File: config.mk
export PLATFORM = sky130hd
export DESIGN_NAME = aes_sbox_arbiter
export DESIGN_NICKNAME = d
export VERILOG_FILES = /design/src/rtl/aes_pkg.sv /design/src/rtl/aes_sbox_canright.sv /design/src/rtl/aes_sbox_arbiter.sv
export SDC_FILE = /design/constraint.sdc
export NUM_CORES = 1
export LEC_CHECK = 0
export CORE_ASPECT_RATIO = 1.5
export CORE_MARGIN = 1
export CORE_UTILIZATION = 55
export CTS_BUF_LIST = sky130_fd_sc_hd__clkbuf_4
export DETAILED_ROUTE_END_ITERATION = 6
export GPL_TIMING_DRIVEN = 0
export PLACE_DENSITY = 0.72
export SLEW_MARGIN = 20
export SYNTH_ARGS = -nofsm -noshare
export SYNTH_HDL_FRONTEND = slang
export SYNTH_HIERARCHICAL = 1
export SYNTH_SLANG_ARGS = --single-unit
File: constraint.sdc
create_clock -name clk_i -period 52.4 [get_ports clk_i]
set_input_delay 10.48 -clock clk_i [delete_from_list [all_inputs] [get_ports clk_i]]
set_output_delay 10.48 -clock clk_i [all_outputs]
set_load 0.02 [all_outputs]
File: src/rtl/aes_pkg.sv
// aes_pkg: shared AES op encoding and illegal-op decode
package aes_pkg;

    localparam int AES_OP_WIDTH = 2;

    typedef enum logic [AES_OP_WIDTH-1:0] {
        CIPH_FWD = 2'b01,
        CIPH_INV = 2'b10
    } ciph_op_e;

    // Only the two cipher directions are legal; 2'b00 and 2'b11 flag an error
    function automatic logic op_illegal(input logic [AES_OP_WIDTH-1:0] op);
        return !(op == CIPH_FWD || op == CIPH_INV);
    endfunction

endpackage

File: src/rtl/aes_sbox_canright.sv
// aes_sbox_canright: combinational AES S-box, forward or inverse selected by op
module aes_sbox_canright
    import aes_pkg::*;
(
    input  logic [AES_OP_WIDTH-1:0] i_op,
    input  logic [7:0]              i_data,
    output logic [7:0]              o_data
);

    function automatic logic [7:0] gf_mul(input logic [7:0] a, input logic [7:0] b);
        logic [7:0] p;
        logic [7:0] x;
        p = '0;
        x = a;
        for (int k = 0; k < 8; k++) begin
            if (b[k]) p = p ^ x;
            x = {x[6:0], 1'b0} ^ (x[7] ? 8'h1b : 8'h00);
        end
        return p;
    endfunction

    // Multiplicative inverse as x^254 (maps 0 to 0 naturally)
    function automatic logic [7:0] gf_inv(input logic [7:0] x);
        logic [7:0] p;
        logic [7:0] r;
        p = x;
        r = 8'h01;
        for (int k = 1; k < 8; k++) begin
            p = gf_mul(p, p);
            r = gf_mul(r, p);
        end
        return r;
    endfunction

    logic [7:0] w_fwd_inv;
    logic [7:0] w_fwd;
    logic [7:0] w_inv_pre;
    logic [7:0] w_inv;

    // Forward: invert then affine; inverse: inverse affine then invert
    always_comb begin
        w_fwd_inv = gf_inv(i_data);
        w_fwd     = w_fwd_inv ^ {w_fwd_inv[6:0], w_fwd_inv[7]} ^ {w_fwd_inv[5:0], w_fwd_inv[7:6]}
                  ^ {w_fwd_inv[4:0], w_fwd_inv[7:5]} ^ {w_fwd_inv[3:0], w_fwd_inv[7:4]} ^ 8'h63;
        w_inv_pre = {i_data[6:0], i_data[7]} ^ {i_data[4:0], i_data[7:5]}
                  ^ {i_data[1:0], i_data[7:2]} ^ 8'h05;
        w_inv     = gf_inv(w_inv_pre);
        o_data    = (i_op == CIPH_INV) ? w_inv : w_fwd;
    end

endmodule

File: src/rtl/aes_sbox_arbiter.sv
// aes_sbox_arbiter: round-robin sharing of one S-box with a registered response stage
module aes_sbox_arbiter
    import aes_pkg::*;
#(
    parameter  int NumReq = 4,
    localparam int IdW    = $clog2(NumReq)
) (
    input  logic                           clk_i,
    input  logic                           rst_ni,
    input  logic                           clear_i,
    input  logic [NumReq-1:0]              req_valid_i,
    output logic [NumReq-1:0]              req_ready_o,
    input  logic [NumReq*AES_OP_WIDTH-1:0] req_op_i,
    input  logic [NumReq*8-1:0]            req_data_i,
    output logic                           rsp_valid_o,
    input  logic                           rsp_ready_i,
    output logic [IdW-1:0]                 rsp_id_o,
    output logic [7:0]                     rsp_data_o,
    output logic                           rsp_err_o,
    output logic                           busy_o
);

    logic [IdW-1:0]          r_ptr;
    logic                    r_valid;
    logic [7:0]              r_data;
    logic [IdW-1:0]          r_id;
    logic                    r_err;
    logic                    w_free;
    logic                    w_accept;
    logic                    w_gnt_vld;
    logic [IdW-1:0]          w_gnt;
    logic [IdW-1:0]          w_idx;
    logic [AES_OP_WIDTH-1:0] w_op;
    logic [7:0]              w_din;
    logic [7:0]              w_sbox;
    logic                    w_err;

    assign w_free   = !r_valid | rsp_ready_i;
    assign w_accept = w_free & !clear_i & w_gnt_vld;
    assign w_op     = req_op_i[{w_gnt, 1'b0} +: AES_OP_WIDTH];
    assign w_din    = req_data_i[{w_gnt, 3'b000} +: 8];
    assign w_err    = op_illegal(w_op);

    // Search from ptr upward; scanning backwards lets the nearest valid lane win last
    always_comb begin
        w_gnt_vld = 1'b0;
        w_gnt     = '0;
        w_idx     = '0;
        for (int k = NumReq - 1; k >= 0; k--) begin
            w_idx = IdW'((int'(r_ptr) + k) % NumReq);
            if (req_valid_i[w_idx]) begin
                w_gnt_vld = 1'b1;
                w_gnt     = w_idx;
            end
        end
    end

    // Ready only toward the granted lane, and only when the stage can take it
    always_comb begin
        req_ready_o        = '0;
        req_ready_o[w_gnt] = w_accept;
    end

    aes_sbox_canright u_sbox (
        .i_op   (w_op),
        .i_data (w_din),
        .o_data (w_sbox)
    );

    // Output stage and pointer: clear beats accept, accept beats drain
    always_ff @(posedge clk_i or negedge rst_ni) begin
        if (!rst_ni) begin
            r_valid <= 1'b0;
            r_data  <= 8'h00;
            r_id    <= '0;
            r_err   <= 1'b0;
            r_ptr   <= '0;
        end else if (clear_i) begin
            r_valid <= 1'b0;
            r_err   <= 1'b0;
            r_ptr   <= '0;
        end else if (w_accept) begin
            r_valid <= 1'b1;
            r_data  <= w_err ? 8'h00 : w_sbox;
            r_id    <= w_gnt;
            r_err   <= w_err;
            r_ptr   <= (w_gnt == IdW'(NumReq - 1)) ? '0 : w_gnt + IdW'(1);
        end else if (rsp_ready_i) begin
            r_valid <= 1'b0;
        end
    end

    assign rsp_valid_o = r_valid;
    assign rsp_data_o  = r_data;
    assign rsp_id_o    = r_id;
    assign rsp_err_o   = r_err;
    assign busy_o      = r_valid;

endmodule

==> load_flow_metrics.sql <==
INSERT INTO impl_metrics (metric_group, metric, value, unit) VALUES
('global_routing', 'global_route_wire_length_before_repair', '148', 'mm'),
('sta', 'fin_setup_tns', '0', 'ns'),
('finish', 'area_growth', '5.21', '%'),
('sta', 'post-route-period-util', '0.641', ''),
('finish', 'final_cell_mix', 'xnor2_1 (839), nor2_1 (609), nand2_1 (412), xor2_1 (207), a21oi_1 (198)', ''),
('floorplanning', 'initial_utilization', '0.556', ''),
('placement', 'placement.cell_area', '0.0313', 'mm2'),
('sta', 'timing.final.crit_period', '33.59', 'ns'),
('clock_network', 'tritoncts', 'done', ''),
('finish', 'drive_above_1_share', '0.0696', ''),
('global_routing', 'via_count_of_the_first_global_routing_pass', '27900', ''),
('finish', 'layout.filler_cells', '5248', ''),
('yosys', 'yosys_warnings', '6', ''),
('sta', 'fmax', '0.0298', 'GHz'),
('clock_network', 'cts_buffer_count', '3', ''),
('outcome', 'run_status', 'finished, final reports clean', ''),
('clock_network', 'cts.sinks', '14', ''),
('drt', 'avgRoutedWirePerCell', '19.6', 'um'),
('yosys', 'postSynthAreaPerCell', '7.37', 'um2'),
('drt', 'totalWireLength', '94.1', 'mm'),
('sta', 'rsz0062_at_grt', 'no', ''),
('global_routing', 'grt_remaining_overflow', '0', ''),
('sta', 'worst-slew-pin-transition', '1.17', 'ns'),
('finish', 'fin_nets', '4176', ''),
('sta', 'report.final.setup_viol', '0', ''),
('yosys', 'synth_nets', '4107', ''),
('global_routing', 'grt_start_max_net_pins', '15', ''),
('drt', 'detailedRoute.firstIterationViolations', '2100', ''),
('critical_path', 'arrival', '33.80', 'ns'),
('critical_path', 'cp_common_cell', 'clkbuf_1', ''),
('drt', 'antenna_left', '0', ''),
('yosys', 'syn-cell-area', '0.0298', 'mm2'),
('floorplanning', 'rows', '104', ''),
('critical_path', 'endpoint_kind', 'flop', ''),
('clock_network', 'cts_post_setup_buffers_inserted', '0', ''),
('floorplanning', 'die-height', '287', 'um'),
('floorplanning', 'number_of_top_level_pins', '65', ''),
('clock_network', 'cell_chosen_for_the_clock_root', 'clkbuf_4', ''),
('yosys', 'postSynth.asyncResetShare', '1.00', ''),
('critical_path', 'critPathSlowestCell', 'xnor2_1', ''),
('sta', 'hold_viol_final', '0', ''),
('yosys', 'count_of_flip_flops_with_a_built_in_enable_after_synthesis', '0', ''),
('finish', 'diodes_inserted', '0', ''),
('finish', 'final_common_cell', 'xnor2_1', ''),
('placement', 'number_of_placed_instances_taps_included', '4795', ''),
('finish', 'fin_util', '0.585', ''),
('critical_path', 'worst_ep_required_time', '52.62', 'ns'),
('yosys', 'synth.yosys.seq_area_share', '0.0118', ''),
('floorplanning', 'floorplan.core_area', '0.0536', 'mm2'),
('clock_network', 'clkSlewWorstSetupHoldPaths', '0.09', 'ns'),
('yosys', 'synth.top_cells.by_area', 'xnor2_1 (25%), xnor3_1 (11%), nor2_1 (7.7%)', ''),
('global_routing', 'initial_antenna_violation_count', '0', ''),
('yosys', 'yosys_most_used_dff', 'dfrtp_1', ''),
('yosys', 'synth_area_leader_cell', 'xnor2_1', ''),
('placement', 'hpwl', '74.7', 'mm'),
('clock_network', 'clkLatencyLatePin', '0.29', 'ns'),
('finish', 'final_standard_cell_count_with_taps_included_and_fillers_excluded', '4799', ''),
('sta', 'max_slew_margin', '0.214', ''),
('flow_run', 'max-cap-violations', '0', ''),
('sta', 'final_max_slew_viol_count', '0', ''),
('floorplanning', 'die_area', '0.0551', 'mm2'),
('critical_path', 'cp_slowest_stage_delay', '0.75', 'ns'),
('critical_path', 'criticalPathCategory', 'in2reg', ''),
('finish', 'postLayoutCellArea', '0.0313', 'mm2'),
('yosys', 'yosys.cell_types.count', '114', ''),
('placement', 'gp_congestion', '1.01', ''),
('clock_network', 'clock_tree.buffer_depth', '2', ''),
('yosys', 'flops_latches_synth', '14', ''),
('critical_path', 'critical_path_peak_fanout', '11', ''),
('floorplanning', 'die_width', '192', 'um'),
('placement', 'port_buffers', '64', ''),
('min_path', 'hold_path.class', 'reg2reg', ''),
('clock_network', 'hold_buffers', '0', ''),
('drt', 'drcViolationCount', '0', ''),
('clock_network', 'ctsResizeCount', '0', ''),
('sta', 'final.setup_skew', '0.00819', 'ns'),
('critical_path', 'crit_path_start_kind', 'input port', ''),
('yosys', 'synthDominantCellAreaShare', '0.248', ''),
('drt', 'vias_post_dr', '29300', ''),
('global_routing', 'grt_usage', '0.332', ''),
('yosys', 'syn_inst', '4042', ''),
('drt', 'post_drt_via_cell_ratio', '6.11', ''),
('clock_network', 'cts_htree_levels', '1', ''),
('drt', 'drt_pass1_iterations', '6', '');
[worst max-delay path, delay by kind of cell]
kind	cells	cell delay [ns]
simple gates	17	3.29
xor+xnor	13	6.14
compound gates	20	5.69
mux	2	0.47
fa+ha+maj	3	1.04
buf+inv	20	6.62
[final timing paths]
kind | slack (ns) | end | depth (start not counted) | startpoint
max in group asynchronous | 41.36 | rsp_data_o[6] | 1 | rst_ni
setup reg to reg | 28.93 | rsp_data_o[3] | 74 | r_ptr[0]
hold reg to reg | 0.50 | rsp_data_o[0] | 2 | rsp_data_o[0]
hold / removal | 0.50 | rsp_data_o[0] | 2 | rsp_data_o[0]
min in group asynchronous | 10.60 | rsp_data_o[4] | 1 | rst_ni
setup / recovery | 18.81 | rsp_data_o[3] | 75 | req_valid_i[1]
[flip-flops by register name, indices dropped and copies added, names as in the netlist]
name        cells
r_ptr           2
rsp_id_o        2
rsp_err_o       1
rsp_data_o      8
busy_o          1
[cell usage after synthesis, types with 34 or more instances]
cell type  number
o22ai_1        55
a21oi_1       198
a211oi_1       39
nor3_1        105
nand3_1       103
xor2_1        207
xnor2_1       842
nor2_1        609
inv_1          41
nand2_1       412
buf_2          61
nand2b_1       39
o21ai_1        34
o21ai_0       147
xnor3_1       147
a31oi_1        40
xnor2_2        54
clkbuf_1      142
mux2i_1       116
[metrics by stage]
stage	worst slack [ns]	hold slack [ns]
after floorplan	25.28	0.570
after global placement	19.17	0.468
after detailed placement	18.84	0.481
after CTS	19.10	0.502
after global routing	17.54	0.522
final	18.81	0.495
[layer usage]
metal,part of all wire,routed length [um],up-vias,GRT usage
met5,0,0,-,0
li1,-,-,14000,-
met2,0.51,48100,1269,0.617
met1,0.37,34500,13700,0.361
met3,0.052,4890,412,0.0215
met4,0.069,6520,0,0.212
[logic make-up after synthesis]
kind of cell               after synthesis  synth area share
muxes                                  143            0.0496
and+or+nand+nor                       1478             0.219
buffers and inverters                  313            0.0486
adders and majority gates               21           0.00849
AOI/OAI and AO/OA                      761             0.166
DFF                                     14            0.0118
xor gates and xnor gates              1312             0.496
[cell type report]
class	count	area, um2	share of cell area
clock buffers	3	22.5	0.000719
inverters	55	206	0.00659
well taps	689	862	0.0275
plain buffers	258	1240	0.0396
flip-flops and latches	14	350	0.0112
repair buffers	64	641	0.0204
clock inverters	1	3.75	0.000120
multi-input cells	3715	28000	0.894
Power is not shown: default switching activity piles up to over one toggle a cycle in this logic, so the estimate is an artifact.
